$ cat src/rtl/heading_pkg.sv
// Shared types and constants for the ship heading unit: widths, FSM states and the
// quarter-wave angle folding used for both the sin and cos lookups.
package heading_pkg;

   localparam int ANGLE_W    = 9;
   localparam int TRIG_W     = 18;
   localparam logic signed [TRIG_W-1:0] TRIG_ONE = 18'sd131071;
   localparam int QROM_DEPTH = 91;

   typedef enum logic [2:0] {IDLE, FETCH_S, WAIT_S, FETCH_C, WAIT_C, COMMIT} hdg_state_t;

   // Folds a 0..359 degree angle onto the 0..90 quarter table; returns {rom_addr, negate}.
   function automatic logic [7:0] quad_map(input logic [ANGLE_W-1:0] a);
      logic [6:0] idx;
      logic       neg;
      if (a <= 9'd90) begin
         idx = 7'(a);
         neg = 1'b0;
      end else if (a <= 9'd180) begin
         idx = 7'(9'd180 - a);
         neg = 1'b0;
      end else if (a <= 9'd270) begin
         idx = 7'(a - 9'd180);
         neg = 1'b1;
      end else begin
         idx = 7'(9'd360 - a);
         neg = 1'b1;
      end
      return {idx, neg};
   endfunction

endpackage

$ cat src/rtl/quarter_sine_rom.sv
// Quarter-wave sine table, 91 x 17-bit magnitudes round(sin(i deg) * 131071),
// registered read with one cycle of latency.
module quarter_sine_rom
   import heading_pkg::*;
(
   input  logic        clk,
   input  logic [6:0]  address,
   output logic [16:0] q
);

   localparam int SIN_TBL [QROM_DEPTH] = '{
           0,   2288,   4574,   6860,   9143,  11424,  13701,  15974,  18242,  20504,
       22760,  25010,  27251,  29485,  31709,  33924,  36128,  38321,  40503,  42673,
       44829,  46972,  49100,  51214,  53311,  55393,  57458,  59505,  61534,  63544,
       65536,  67507,  69457,  71386,  73294,  75179,  77042,  78880,  80695,  82486,
       84251,  85990,  87704,  89390,  91050,  92681,  94285,  95859,  97405,  98921,
      100406, 101861, 103285, 104678, 106039, 107367, 108663, 109925, 111155, 112350,
      113511, 114637, 115729, 116785, 117806, 118791, 119739, 120651, 121527, 122365,
      123166, 123930, 124656, 125344, 125994, 126605, 127178, 127712, 128207, 128663,
      129080, 129457, 129795, 130094, 130353, 130572, 130752, 130891, 130991, 131051,
      131071
   };

   always_ff @(posedge clk)
      q <= (address < 7'(QROM_DEPTH)) ? 17'(SIN_TBL[address]) : '0;

endmodule

$ cat src/rtl/ship_heading_unit.sv
// Ship heading register stepped once per frame, with sin/cos looked up from a quarter-wave ROM.
// Optional ROT_ACCEL_EN: step doubles after ACCEL_FRAMES consecutive same-direction steps.
module ship_heading_unit
   import heading_pkg::*;
#(
   parameter int ANGLES       = 360,
   parameter int ROT_STEP     = 3,
   parameter int ACCEL_FRAMES = 4
) (
   input  logic              clk,
   input  logic              resetN,
   input  logic              vsync,
   input  logic              rot_left,
   input  logic              rot_right,
   output logic [ANGLE_W-1:0] angle,
   output logic [TRIG_W-1:0]  sin_val,
   output logic [TRIG_W-1:0]  cos_val,
   output logic              hdg_valid,
   output logic              busy
);

   // Sized for the doubled step so both builds share one datapath width.
   localparam int MAX_STEP = (ACCEL_FRAMES > 0) ? 2 * ROT_STEP : ROT_STEP;
   localparam int STEP_W   = $clog2(MAX_STEP + 1);

   hdg_state_t         r_state, w_state_nx;
   logic               r_go;
   logic [ANGLE_W-1:0] r_next;
   logic [TRIG_W-1:0]  r_sin_new, r_cos_new;
   logic [STEP_W-1:0]  w_step;
   logic [ANGLE_W:0]   w_sum, w_dif, w_cos_arg;
   logic [ANGLE_W-1:0] w_stepped, w_cos_ang;
   logic [7:0]         w_map_s, w_map_c;
   logic [6:0]         w_rom_addr;
   logic [16:0]        w_rom_q;
   logic [TRIG_W-1:0]  w_mag;
   logic               w_dir, w_sample, w_cap_s, w_cap_c, w_commit;

   assign w_dir    = rot_left ^ rot_right;
   assign w_sample = vsync && (r_state == IDLE) && !r_go;

`ifdef ROT_ACCEL_EN
   localparam int HOLD_W = $clog2(ACCEL_FRAMES + 1);
   logic [HOLD_W-1:0] r_hold;
   logic              r_hold_left;

   always_ff @(posedge clk or negedge resetN) begin
      if (!resetN) begin
         r_hold      <= '0;
         r_hold_left <= 1'b0;
      end else if (!w_dir) begin
         r_hold <= '0;
      end else if (w_sample) begin
         r_hold_left <= rot_left;
         if (r_hold == '0 || rot_left != r_hold_left) r_hold <= HOLD_W'(1);
         else if (r_hold != HOLD_W'(ACCEL_FRAMES))    r_hold <= r_hold + 1'b1;
      end
   end

   assign w_step = (r_hold >= HOLD_W'(ACCEL_FRAMES)) ? STEP_W'(2 * ROT_STEP) : STEP_W'(ROT_STEP);
`else
   assign w_step = STEP_W'(ROT_STEP);
`endif

   // One correction of ANGLES is enough because the step never reaches a full turn.
   assign w_sum = {1'b0, angle} + 10'(w_step);
   assign w_dif = {1'b0, angle} - 10'(w_step);

   always_comb begin
      if (rot_left)
         w_stepped = (w_sum >= 10'(ANGLES)) ? ANGLE_W'(w_sum - 10'(ANGLES)) : ANGLE_W'(w_sum);
      else
         w_stepped = w_dif[ANGLE_W] ? ANGLE_W'(w_dif + 10'(ANGLES)) : ANGLE_W'(w_dif);
   end

   assign w_cos_arg = {1'b0, r_next} + 10'd90;
   assign w_cos_ang = (w_cos_arg >= 10'd360) ? ANGLE_W'(w_cos_arg - 10'd360) : ANGLE_W'(w_cos_arg);
   assign w_map_s   = quad_map(r_next);
   assign w_map_c   = quad_map(w_cos_ang);
   assign w_mag     = {1'b0, w_rom_q};

   quarter_sine_rom u_rom (
      .clk     (clk),
      .address (w_rom_addr),
      .q       (w_rom_q)
   );

   always_comb begin
      w_state_nx = r_state;
      w_rom_addr = w_map_s[7:1];
      w_cap_s    = 1'b0;
      w_cap_c    = 1'b0;
      w_commit   = 1'b0;
      case (r_state)
         IDLE:    if (r_go) w_state_nx = FETCH_S;
         FETCH_S: w_state_nx = WAIT_S;
         WAIT_S:  begin w_cap_s = 1'b1; w_state_nx = FETCH_C; end
         FETCH_C: begin w_rom_addr = w_map_c[7:1]; w_state_nx = WAIT_C; end
         WAIT_C:  begin w_cap_c = 1'b1; w_state_nx = COMMIT; end
         COMMIT:  begin w_commit = 1'b1; w_state_nx = IDLE; end
         default: w_state_nx = IDLE;
      endcase
   end

   always_ff @(posedge clk or negedge resetN) begin
      if (!resetN) r_state <= IDLE;
      else         r_state <= w_state_nx;
   end

   // The vsync edge only latches the target; the lookup starts on the following edge.
   always_ff @(posedge clk or negedge resetN) begin
      if (!resetN) begin
         r_go      <= 1'b0;
         r_next    <= '0;
         r_sin_new <= '0;
         r_cos_new <= '0;
         angle     <= '0;
         sin_val   <= '0;
         cos_val   <= TRIG_ONE;
         hdg_valid <= 1'b0;
      end else begin
         r_go      <= w_sample && w_dir;
         hdg_valid <= w_commit;
         if (w_sample && w_dir) r_next    <= w_stepped;
         if (w_cap_s)           r_sin_new <= w_map_s[0] ? -w_mag : w_mag;
         if (w_cap_c)           r_cos_new <= w_map_c[0] ? -w_mag : w_mag;
         if (w_commit) begin
            angle   <= r_next;
            sin_val <= r_sin_new;
            cos_val <= r_cos_new;
         end
      end
   end

   assign busy = (r_state != IDLE);

endmodule
$ cat config.mk
export PLATFORM = sky130hd
export DESIGN_NAME = ship_heading_unit
export DESIGN_NICKNAME = d
export VERILOG_FILES = /design/src/rtl/heading_pkg.sv /design/src/rtl/quarter_sine_rom.sv /design/src/rtl/ship_heading_unit.sv
export SDC_FILE = /design/constraint.sdc
export NUM_CORES = 1
export LEC_CHECK = 0
export CAP_MARGIN = 0
export CORE_MARGIN = 8
export CORE_UTILIZATION = 61
export CTS_CLUSTER_DIAMETER = 150
export DETAILED_ROUTE_END_ITERATION = 10
export PLACE_DENSITY = 0.8
export SYNTH_ARGS = -nofsm -noshare
export SYNTH_HDL_FRONTEND = slang
export SYNTH_SLANG_ARGS = --single-unit
$ cat constraint.sdc
create_clock -name clk -period 8.4 [get_ports clk]
set_clock_uncertainty 0.15 [all_clocks]
set_input_delay 2.1 -clock clk [delete_from_list [all_inputs] [get_ports clk]]
set_output_delay 2.1 -clock clk [all_outputs]
set_load 0.005 [all_outputs]
Yosys cells after proc, flatten, opt, wreduce, memory -nomap -nowiden
Memories as Yosys holds them, arrays and structs flattened. A register that Yosys moved wholly into a read port is not among the register bits. Cells that the tools add are included.

Register bits after elaboration: 95. Bits in read-only memories: 4096. Input port bits: 5. Output and inout port bits: 47. Word-level logic and storage cells: 69. Memories: 1.

Memory list: (no name shown) (words 128, width 32, read ports 1, clocked after memory_dff 1, write ports 0, line quarter_sine_rom.sv:25) `q <= (address < 7'(QROM_DEPTH)) ? 17'(SIN_TBL[address]) : '0;`.

Add/sub/neg operators: 13. Order comparisons: 9. Eq/ne operators: 6. Multiplexer cells: 22. Bitwise logic cells: 2. Reductions and logical operators: 7.

Operators by type and width (count): 7-bit 2-to-1 mux (7); 18-bit 2-to-1 mux (2); 9-bit 2-to-1 mux (4); 10-bit by 9-bit >= comparator with 1-bit output (second input constant) (2); 9-bit by 7-bit <= comparator with 1-bit output (second input constant) (2); 9-bit by 8-bit <= comparator with 1-bit output (second input constant) (2); 9-bit <= comparator (second input constant) (2); 17-bit negation with 18-bit output (1); 9-bit subtractor (second input constant) (2); 3-bit one-hot mux with 5 select lines (1); 6-bit by 7-bit subtractor with 7-bit output (first input constant) (2); 7-bit by 6-bit subtractor with 7-bit output (second input constant) (2); 7-bit subtractor (first input constant) (2); 9-bit by 2-bit adder with 10-bit output (second input constant) (1); 9-bit by 7-bit adder with 10-bit output (second input constant) (1); 9-bit by 2-bit subtractor with 10-bit output (second input constant) (1); 9-bit adder (second input constant) (1); 7-bit NOT with 8-bit output (1); 7-bit < comparator (second input constant) (1); 1-bit 2-to-1 mux (7); 3-bit by 2-bit == test with 1-bit output (second input constant) (2); 3-bit == test (second input constant) (2); 3-bit by 1-bit == test with 1-bit output (second input constant) (1); 1-bit logical AND (3); 6 further kinds (7).

Longest topological paths before layout
Gate-level depths: netlist of the first run.

Word-level depth: 10. Depth in mapped cells: 27. Gate-level depth less buffers: 21.

Modules after synthesis
A second synthesis of the first run with hierarchy kept.

Cell total of the unflattened synthesis: 1161. Area, all modules: 8997.4 um2.

By module, submodules not included: ship_heading_unit (instances 1, cells an instance 779, area an instance 6334.8 um2, sequential area each 2398.6 um2); quarter_sine_rom (instances 1, cells an instance 382, area an instance 2662.6 um2, sequential area each 340.3 um2).

Worst setup path after synthesis of the first run
OpenSTA, ideal clock, no wires.

Kind: reg-to-reg. Start point: register r_next[3]. End point: register u_rom.q[0]. Setup time: 0.146 ns. Data arrival time: 5.751 ns. Required time: 8.104 ns. Setup slack: 2.352 ns. Stages on the path, launching flop included: 26. Clock period less this slack: 6.048 ns. Path through: dfrtp_1 -> buf_2 -> buf_1 -> inv_1 -> ha_1 -> buf_2 -> a21oi_1 -> xnor2_1 -> ha_1 -> or4_1 -> and2_1 -> nand3_1 -> o21ai_0 -> or4_4 -> a221oi_2 -> xnor2_2 -> a21oi_2 -> inv_2 -> buf_2 -> buf_2 -> ha_1 -> nand2_1 -> a211oi_2 -> nor2_1 -> a2111oi_0 -> a41oi_1.

Word-level cells in the longest chain between the ends: 10. Elaborated cells on any way between the ends: 26. Those cells by class: add/sub: 8; order compare: 8; mux: 8; bitwise: 1; reduce/logical: 1.

Ends and longest elaborated chain: start: declaration (line ship_heading_unit.sv:28) `logic [ANGLE_W-1:0] r_next;`; start signal: assignment (line ship_heading_unit.sv:124) `if (w_sample && w_dir) r_next <= w_stepped;`; 9-bit by 7-bit adder with 10-bit output (line ship_heading_unit.sv:76) `assign w_cos_arg = {1'b0, r_next} + 10'd90;`; 9-bit subtractor / 10-bit by 9-bit >= comparator with 1-bit output (equally long branches) (line ship_heading_unit.sv:77) `assign w_cos_ang = (w_cos_arg >= 10'd360) ? ANGLE_W'(w_cos_arg - 10'd360) : ANGLE_W'(w_cos_arg);`; 9-bit 2-to-1 mux (line ship_heading_unit.sv:77); 9-bit <= comparator (tied with other cells) (line heading_pkg.sv:22) `end else if (a <= 9'd270) begin`; 7-bit 2-to-1 mux (line heading_pkg.sv:22); 7-bit 2-to-1 mux (line heading_pkg.sv:19) `end else if (a <= 9'd180) begin`; 7-bit 2-to-1 mux (line heading_pkg.sv:16) `if (a <= 9'd90) begin`; 7-bit 2-to-1 mux (*) (line ship_heading_unit.sv:94) `case (r_state)`; 7-bit < comparator (line quarter_sine_rom.sv:25); 1-bit logical NOT (no line); end: declaration (line quarter_sine_rom.sv:8) `output logic [16:0] q`.

Mark *: on every way between the ends. The rest lies on a longest branch, timed or not. A chain may end at the register's enable or synchronous reset.

Worst setup path in the final report of the first run
Same ends and word-level chain as after synthesis.

==> impl_metrics.toml, run 1 <==
[drt]
via_count = 9271
first_iter_violations = 1450
post-route-drc-count = 0
wl_per_cell_um = 19.9
wirelength_um = 27400
first_pass_iters = 9
ant_nets = 0
drt-vias-per-instance = 6.76

[critical_path]
cp.arrival_ns = 7.21
r2r_end = "u_rom.q[0]"
r2r_slack_ns = 1.27
reg2reg_depth = 20
cp_slowest_stage_delay_ns = 0.85
cp.required_ns = 8.48
worstSetupPathType = "reg -> reg"
worstSetupEndpointType = "flop"
path_max_fanout = 24
crit_top_cell = "ha_1"
r2r-start = "r_next[3]"
cp_slowest_cell = "dfrtp_1"
cp-start-kind = "flop"
path_cells = "inv_1, ha_1, a21oi_1, xnor2_1, ha_1, or4_1, nand2_1, a31oi_1, o21ai_0, o41a_1, o2111a_1, nor3_2, buf_4, inv_1, ha_1, a21oi_1, nor3b_1, a311oi_1, a2111oi_0, a41oi_1"

[logic_synthesis]
synth_warnings = 0
ys_seq_area_frac = 0.303
syn-num-nets = 1226
synthXorXnorAreaFrac = 0.0580
synth_top_family_by_area = "compound AO/OA/AOI/OAI gates"
synthAdderAreaFrac = 0.0457
synth-edff-count = 0
synth-seq-cells = 112
synth-compound-area-share = 0.282
synthCells = 1188
syn_area_um2 = 9030
yosys.area_share.simple = 0.239
syn_avg_cell_area_um2 = 7.60
ys_types = 90
ys.flop_type = "dfrtp_1"
synth_async_sr_flop_share = 0.848
synthMuxAreaShare = 0.0155

[timing]
rsz0062_at_grt = "no"
fin_hold_ws_ns = 0.308
slew_violations = 0
maxSlewHeadroom = 0.285
finalCritPeriodShare = 0.849
fin_setup_tns_ns = 0
hold_viol = 0
layout_min_cycle_time_ns = 7.13
fmax_mhz = 140
setup_slack_ns = 1.27
setup_violations = 0
worst_pin_slew_ns = 1.07

[global_routing]
grt_pass1_wl_um = 44300
antenna_found_initial = 0
overflow = 0
grt_pass1_vias = 8333
gr-usage-all-layers = 0.289
grt_max_degree = 59

[min_path]
hold_depth = 2
hold_path_end = "cos_val[13]"
min-delay-start = "cos_val[13]"
min_path_type = "reg -> reg"

[cells_and_area]
layout_common_cells = "nand2_1 (243), nor2_1 (96), a21oi_1 (88)"
drive_gt1_frac = 0.0749
fill_cells = 1225
area_growth_pct = 8.93
area.sequential_um2 = 2740
antenna_cells = 0
multi_input_area_um2 = 5800
final_nets = 1221
stdcell_count = 1372
final_common_cell = "nand2_1"

[clock_tree]
path_clk_slew_ns = 0.08
cts_root_buf = "clkbuf_16"
cts_sinks = 112
numCtsBuffers = 9
clockBufferDepth = 2
holdBufCountCts = 0
clkLatencyLatePin_ns = 0.36
cts_resized = 0
htree_levels = 3
cts_tree = "done"
post-cts-setup-buffers = 0

[place]
numPlacedInstances = 1356
port_buffers = 51
gp_congestion = 1.08
hpwl_um = 19200
pre_cts_ws_ns = 1.61

[floorplanning]
core_area_um2 = 14500
dieArea_um2 = 19000
die_y_um = 138
io-pin-count = 52
die_w_um = 138
initial_core_util = 0.624
placement_rows = 44

[status]
status = "complete, no violations"

[job]
drv_cap = 0
[area by class of cell]
| class | instances | share of cell area |
|---|---|---|
| clock buffers | 9 | 0.0229 |
| repair buffers | 69 | 0.0654 |
| inverters | 34 | 0.0130 |
| flip-flops and latches | 112 | 0.278 |
| clock inverters | 7 | 0.00776 |
| multi-input cells | 957 | 0.589 |
| well taps | 184 | 0.0234 |
[how the worst max path moves through the flow]
stage / startpoint / end / slack [ns] / cells past startpoint
2_1_floorplan: r_next[3] / u_rom.q[0] / 2.35 / 25
3_3_place_gp: r_next[3] / u_rom.q[0] / 1.62 / 17
3_5_place_dp: r_next[3] / u_rom.q[9] / 1.61 / 18
4_1_cts: r_next[3] / u_rom.q[9] / 1.54 / 18
5_1_grt: r_next[3] / u_rom.q[0] / 0.94 / 20
6_report: r_next[3] / u_rom.q[0] / 1.27 / 20
[metrics by stage]
| stage | util | instance area (um2) |
|---|---|---|
| floorplan | - | 9030 |
| global placement | 0.659 | 9540 |
| detailed placement | 0.659 | 9540 |
| CTS | 0.680 | 9840 |
| global route | 0.680 | 9840 |
| finish | 0.680 | 9840 |
[worst max-delay path: cells and delay by family, from the launching register on]
family                     cells  cell delay [ns]
adders and majority gates      3             1.14
DFF                            1             0.85
AOI/OAI and AO/OA              9             2.50
buffers and inverters          3             0.93
xor gates and xnor gates       1             0.14
and+or+nand+nor                4             1.25
[kinds of logic after synthesis]
kind of cell | count (synthesis)
compound gates | 368
xor+xnor | 59
fa+ha+maj | 33
buf+inv | 119
flops | 112
mux | 13
simple gates | 484
[per-layer routing]
metal / vias to the layer above / global-route usage / wire [um]
met5: - / 0 / 0
met4: 0 / 0.112 / 1070
met3: 131 / 0.0492 / 3070
met2: 632 / 0.433 / 11700
met1: 4237 / 0.407 / 11500
li1: 4271 / - / -
[synthesized netlist by cell type (5+ instances only)]
cell type / instances / area, um2
a211oi_1: 22 / 165
dfrtp_1: 78 / 1950
o21a_1: 10 / 75.1
a22oi_1: 6 / 45.0
a221oi_1: 8 / 70.1
a21oi_1: 88 / 440
a2111oi_0: 7 / 61.3
nor2b_1: 6 / 37.5
xor2_1: 32 / 280
dfxtp_1: 17 / 340
buf_2: 29 / 145
and2_1: 8 / 50.1
clkbuf_1: 41 / 154
a311oi_1: 8 / 70.1
buf_1: 9 / 33.8
a221o_1: 7 / 70.1
a211o_1: 5 / 43.8
o31ai_1: 6 / 45.0
a31oi_1: 12 / 75.1
nor2_1: 97 / 364
nand2b_1: 5 / 31.3
a32oi_1: 6 / 52.6
nand3_1: 29 / 145
o21ai_0: 78 / 390
or3_1: 15 / 93.8
mux2i_1: 5 / 50.1
o21ai_1: 10 / 50.1
inv_1: 30 / 113
a21o_1: 10 / 75.1
nand4_1: 6 / 37.5
o211ai_1: 24 / 180
and3_1: 8 / 50.1
dfstp_2: 17 / 447
xnor2_1: 26 / 228
nand2_1: 243 / 912
ha_1: 33 / 413
mux2_2: 8 / 90.1
nor3_1: 35 / 175
[flip-flops by register name, indices dropped and copies added, names as in the netlist]
name,count
cos_val,18
r_sin_new,18
sin_val,18
r_state,3
r_cos_new,18
u_rom.q,17
angle,9
r_next,9
r_go,1
hdg_valid,1
Power of run 1 is not shown: default switching activity piles up to over one toggle a cycle in this logic, so the estimate is an artifact.
==> inputs of run 2 (changes only) <==
--- a/config.mk
+++ b/config.mk
@@ -7,10 +7,10 @@
 export LEC_CHECK = 0
 export CAP_MARGIN = 0
 export CORE_MARGIN = 8
-export CORE_UTILIZATION = 61
+export CORE_UTILIZATION = 55
 export CTS_CLUSTER_DIAMETER = 150
 export DETAILED_ROUTE_END_ITERATION = 10
-export PLACE_DENSITY = 0.8
+export PLACE_DENSITY = 0.76
 export SYNTH_ARGS = -nofsm -noshare
 export SYNTH_HDL_FRONTEND = slang
 export SYNTH_SLANG_ARGS = --single-unit
==> constraint.sdc (replaced) <==
create_clock -name clk -period 6.42 [get_ports clk]
set_clock_uncertainty 0.15 [all_clocks]
set_input_delay 1.605 -clock clk [delete_from_list [all_inputs] [get_ports clk]]
set_output_delay 1.605 -clock clk [all_outputs]
set_load 0.005 [all_outputs]
==> impl_metrics.toml, run 2 (synthesized netlist as in run 1, its figures left out) <==
[critical_path]
cp-start-kind = "flop"
worstSetupStartpoint = "r_next[2]"
endpoint = "u_rom.q[1]"
r2r-start = "r_next[2]"
cp_slowest_cell = "or4b_4"
cp_num_cells = 15
cp_top_family = "compound AO/OA/AOI/OAI gates"
worstSetupPathType = "reg -> reg"
path_cells = "ha_1, or4b_4, o21ai_1, o211a_1, o211ai_1, a211oi_1, a41oi_2, a221oi_2, xnor2_2, a21oi_4, buf_4, nand2_1, o221a_2, a211oi_1, nor3_2"
crit_top_cell = "a211oi_1"
reg2reg_depth = 15
worstSetupEndpointType = "flop"
r2r_slack_ns = 0.39
path_max_fanout = 58
r2r_end = "u_rom.q[1]"
cp.arrival_ns = 6.09
cp.required_ns = 6.49
crit_buf_inv = 1
cp_slowest_stage_delay_ns = 0.62

[place]
pre_cts_ws_ns = 0.621
gp_congestion = 1.06
port_buffers = 51
hpwl_um = 20600

[global_routing]
gr-usage-all-layers = 0.281
grt_pass1_wl_um = 46800
grt_max_degree = 59
antenna_found_initial = 0
grt_pass1_vias = 8564
overflow = 0

[drt]
wl_met1_um = 12900
met3_length_um = 2930
first_iter_violations = 1229
wl_per_cell_um = 20.4
via_count = 9328
first_pass_iters = 8
dr_wl_met2_um = 12600
drt-vias-per-instance = 6.53
ant_nets = 0
wirelength_um = 29200
post-route-drc-count = 0
maxUsedRoutingLayer = "met4"

[job]
drv_cap = 0

[floorplanning]
die_y_um = 144
dieArea_um2 = 20800
placement_rows = 47
initial_core_util = 0.553
die_w_um = 144
io-pin-count = 52
core_area_um2 = 16300

[cells_and_area]
area_growth_pct = 11.5
antenna_cells = 0
final_nets = 1242
fill_cells = 1521
final_common_cell = "nand2_1"
area.sequential_um2 = 2740
drive_gt1_frac = 0.0910
layout_common_cells = "nand2_1 (243), nor2_1 (96), a21oi_1 (88)"
multi_input_area_um2 = 5800

[timing]
hold_viol = 0
fmax_mhz = 166
layout_min_cycle_time_ns = 6.03
worst_pin_slew_ns = 0.995
setup_violations = 0
finalCritPeriodShare = 0.939
setup_slack_ns = 0.393
maxSlewHeadroom = 0.335
slew_violations = 0
fin_setup_tns_ns = 0
rsz0062_at_grt = "no"

[clock_tree]
cts_resized = 0
post-cts-setup-buffers = 0
clockBufferDepth = 2
cts_tree = "done"
numCtsBuffers = 9
path_clk_slew_ns = 0.08
clkLatencyLatePin_ns = 0.35
cts_sinks = 112
htree_levels = 3
cts_root_buf = "clkbuf_16"
holdBufCountCts = 0

[min_path]
min_path_type = "reg -> reg"

[status]
status = "complete, no violations"
[run 2: changes by cell type in the layout (fill, tap and decap cells not counted), sizes merged]
cell / previous run / this run
inv: 35 / 37
buf: 19 / 40
clkinv: 6 / 4
[run 2: layout make-up]
type,instances,area share
clock buffers,9,0.0224
clock inverters,7,0.00783
inverters,34,0.0127
multi-input cells,957,0.576
flip-flops and latches,112,0.272
well taps,220,0.0273
repair buffers,90,0.0820
[run 2: through the flow]
stage	cell area, um2	utilization	hold WS (ns)	cells
global placement	9770	0.597	0.297	1413
floorplan	9030	-	0.285	1188
global route	10100	0.616	0.325	1429
CTS	10100	0.616	0.310	1429
finish	10100	0.616	0.309	1429
detailed placement	9770	0.597	0.297	1413
[run 2: how the worst min path moves through the flow]
| stage | startpoint | endpoint | slack (ns) | depth (start not counted) |
|---|---|---|---|---|
| 3_5_place_dp | cos_val[13] | cos_val[13] | 0.30 | 2 |
| 2_1_floorplan | r_sin_new[0] | sin_val[0] | 0.28 | 2 |
| 4_1_cts | cos_val[13] | cos_val[13] | 0.31 | 2 |
| 5_1_grt | cos_val[10] | cos_val[10] | 0.33 | 2 |
| 6_report | cos_val[13] | cos_val[13] | 0.31 | 2 |
| 3_3_place_gp | cos_val[6] | cos_val[6] | 0.30 | 2 |
[run 2: tightest hold or removal path, delay by kind of cell (launching register included)]
family	cells	cell delay, ns
flops	1	0.37
simple gates	2	0.09
[run 2: metal layers]
| layer | global-route usage | vias to the layer above |
|---|---|---|
| met3 | 0.0535 | 81 |
| met1 | 0.395 | 4389 |
| met4 | 0.0915 | 0 |
| met5 | 0 | - |
| li1 | - | 4311 |
| met2 | 0.426 | 547 |
Power of run 2 is left out for the same reason.
==> inputs of run 3 (changes only) <==
--- a/config.mk
+++ b/config.mk
@@ -7,10 +7,10 @@
 export LEC_CHECK = 0
 export CAP_MARGIN = 0
 export CORE_MARGIN = 8
-export CORE_UTILIZATION = 55
+export CORE_UTILIZATION = 45
 export CTS_CLUSTER_DIAMETER = 150
 export DETAILED_ROUTE_END_ITERATION = 10
-export PLACE_DENSITY = 0.76
+export PLACE_DENSITY = 0.64
 export SYNTH_ARGS = -nofsm -noshare
 export SYNTH_HDL_FRONTEND = slang
 export SYNTH_SLANG_ARGS = --single-unit
==> impl_metrics.toml, run 3 (synthesized netlist as in run 1, its figures left out) <==
[critical_path]
worstSetupPathType = "reg -> reg"
worstSetupEndpointType = "flop"
r2r_slack_ns = 0.37
r2r-start = "r_next[2]"
r2r_end = "u_rom.q[0]"
path_max_fanout = 16
reg2reg_depth = 18
cp-start-kind = "flop"
cp.arrival_ns = 6.18
cp.required_ns = 6.54

[clock_tree]
holdBufCountCts = 0
clkLatencyLatePin_ns = 0.36
cts_tree = "done"
htree_levels = 3
numCtsBuffers = 9
cts_root_buf = "clkbuf_16"
clockBufferDepth = 2
cts_sinks = 112
path_clk_slew_ns = 0.09

[min_path]
hold_depth = 2
min_path_type = "reg -> reg"
hold_path_end = "cos_val[11]"
min-delay-start = "cos_val[11]"

[global_routing]
grt_pass1_vias = 8395
grt_max_degree = 59
grt_pass1_wl_um = 46800
antenna_found_initial = 0
gr-usage-all-layers = 0.237
overflow = 0

[cells_and_area]
antenna_cells = 0
final_nets = 1237
drive_gt1_frac = 0.0872
layout_common_cells = "nand2_1 (243), nor2_1 (96), a21oi_1 (88)"
fill_cells = 2004
multi_input_area_um2 = 5800
area.sequential_um2 = 2740
final_common_cell = "nand2_1"
area_growth_pct = 11.9
stdcell_count = 1474

[timing]
setup_violations = 0
maxSlewHeadroom = 0.334
worst_pin_slew_ns = 0.997
fmax_mhz = 165
slew_violations = 0
rsz0062_at_grt = "no"
fin_setup_tns_ns = 0
hold_viol = 0
finalCritPeriodShare = 0.943
layout_min_cycle_time_ns = 6.05

[drt]
wirelength_um = 29300
drt-vias-per-instance = 6.14
wl_per_cell_um = 19.9
ant_nets = 0
first_iter_violations = 1018
via_count = 9050
first_pass_iters = 5
post-route-drc-count = 0

[place]
numPlacedInstances = 1458
hpwl_um = 21000
gp_congestion = 0.970
port_buffers = 51

[floorplanning]
core_area_um2 = 20000
initial_core_util = 0.452
dieArea_um2 = 24900
die_w_um = 158
io-pin-count = 52
placement_rows = 52
die_y_um = 158

[job]
drv_cap = 0

[status]
status = "complete, no violations"
-- run 3: cell types whose count changed in the layout (fill, tap and decap cells not counted) --
cell and delta:
a2111oi_1 +1, inv_6 -2, a2111oi_0 -1, buf_4 -5, o21ai_0 -1, o21ai_1 +1
inv_12 +2
-- run 3: area by class of cell --
type                            count  share of cell area
Inverter                           34              0.0126
Sequential cell                   112               0.271
Multi-Input combinational cell    957               0.574
Tap cell                          270              0.0334
Clock buffer                        9              0.0223
Timing Repair Buffer               85              0.0780
Clock inverter                      7             0.00928
-- run 3: timing repair --
item,4_1_cts,5_1_grt
gates resized for setup,0,2
setup endpoints to repair,0,3
setup buffers,0,0
-- run 3: metrics by stage --
step	hold slack, ns	worst slack (ns)	area (um2)	util
3_3_place_gp	0.299	0.571	9790	0.490
6_report	0.309	0.368	10100	0.506
4_1_cts	0.311	0.465	10100	0.506
5_1_grt	0.325	0.0217	10100	0.506
2_1_floorplan	0.285	0.372	9030	-
3_5_place_dp	0.298	0.523	9790	0.490
-- run 3: worst max path at each step --
stage | depth (start not counted) | slack [ns] | start | end
floorplan | 25 | 0.37 | r_next[3] | u_rom.q[0]
global placement | 17 | 0.57 | r_next[2] | u_rom.q[2]
detailed placement | 19 | 0.52 | r_next[2] | u_rom.q[2]
CTS | 19 | 0.47 | r_next[2] | u_rom.q[2]
global route | 17 | 0.02 | r_next[2] | u_rom.q[2]
finish | 18 | 0.37 | r_next[2] | u_rom.q[0]
-- run 3: worst max-delay path: stages (launching register included) --
cell	delay [ns]
dfrtp_1	0.47
ha_1	0.37
xnor2_1	0.47
inv_1	0.20
ha_1	0.32
or4_1	0.51
nand2_1	0.17
a2111oi_0	0.09
a211oi_1	0.43
a41oi_2	0.34
o2111a_1	0.34
nor3_2	0.20
buf_4	0.26
ha_1	0.57
nand3_1	0.23
nor3b_1	0.20
a311oi_1	0.31
a2111oi_0	0.12
a41oi_1	0.20
-- run 3: layer usage --
layer | global-route usage | share of wire | wire length, um
met1 | 0.336 | 0.45 | 13300
met4 | 0.0802 | 0.027 | 790
met3 | 0.0300 | 0.083 | 2440
met5 | 0 | 0 | 0
met2 | 0.364 | 0.44 | 12800
Power of run 3 is left out for the same reason.
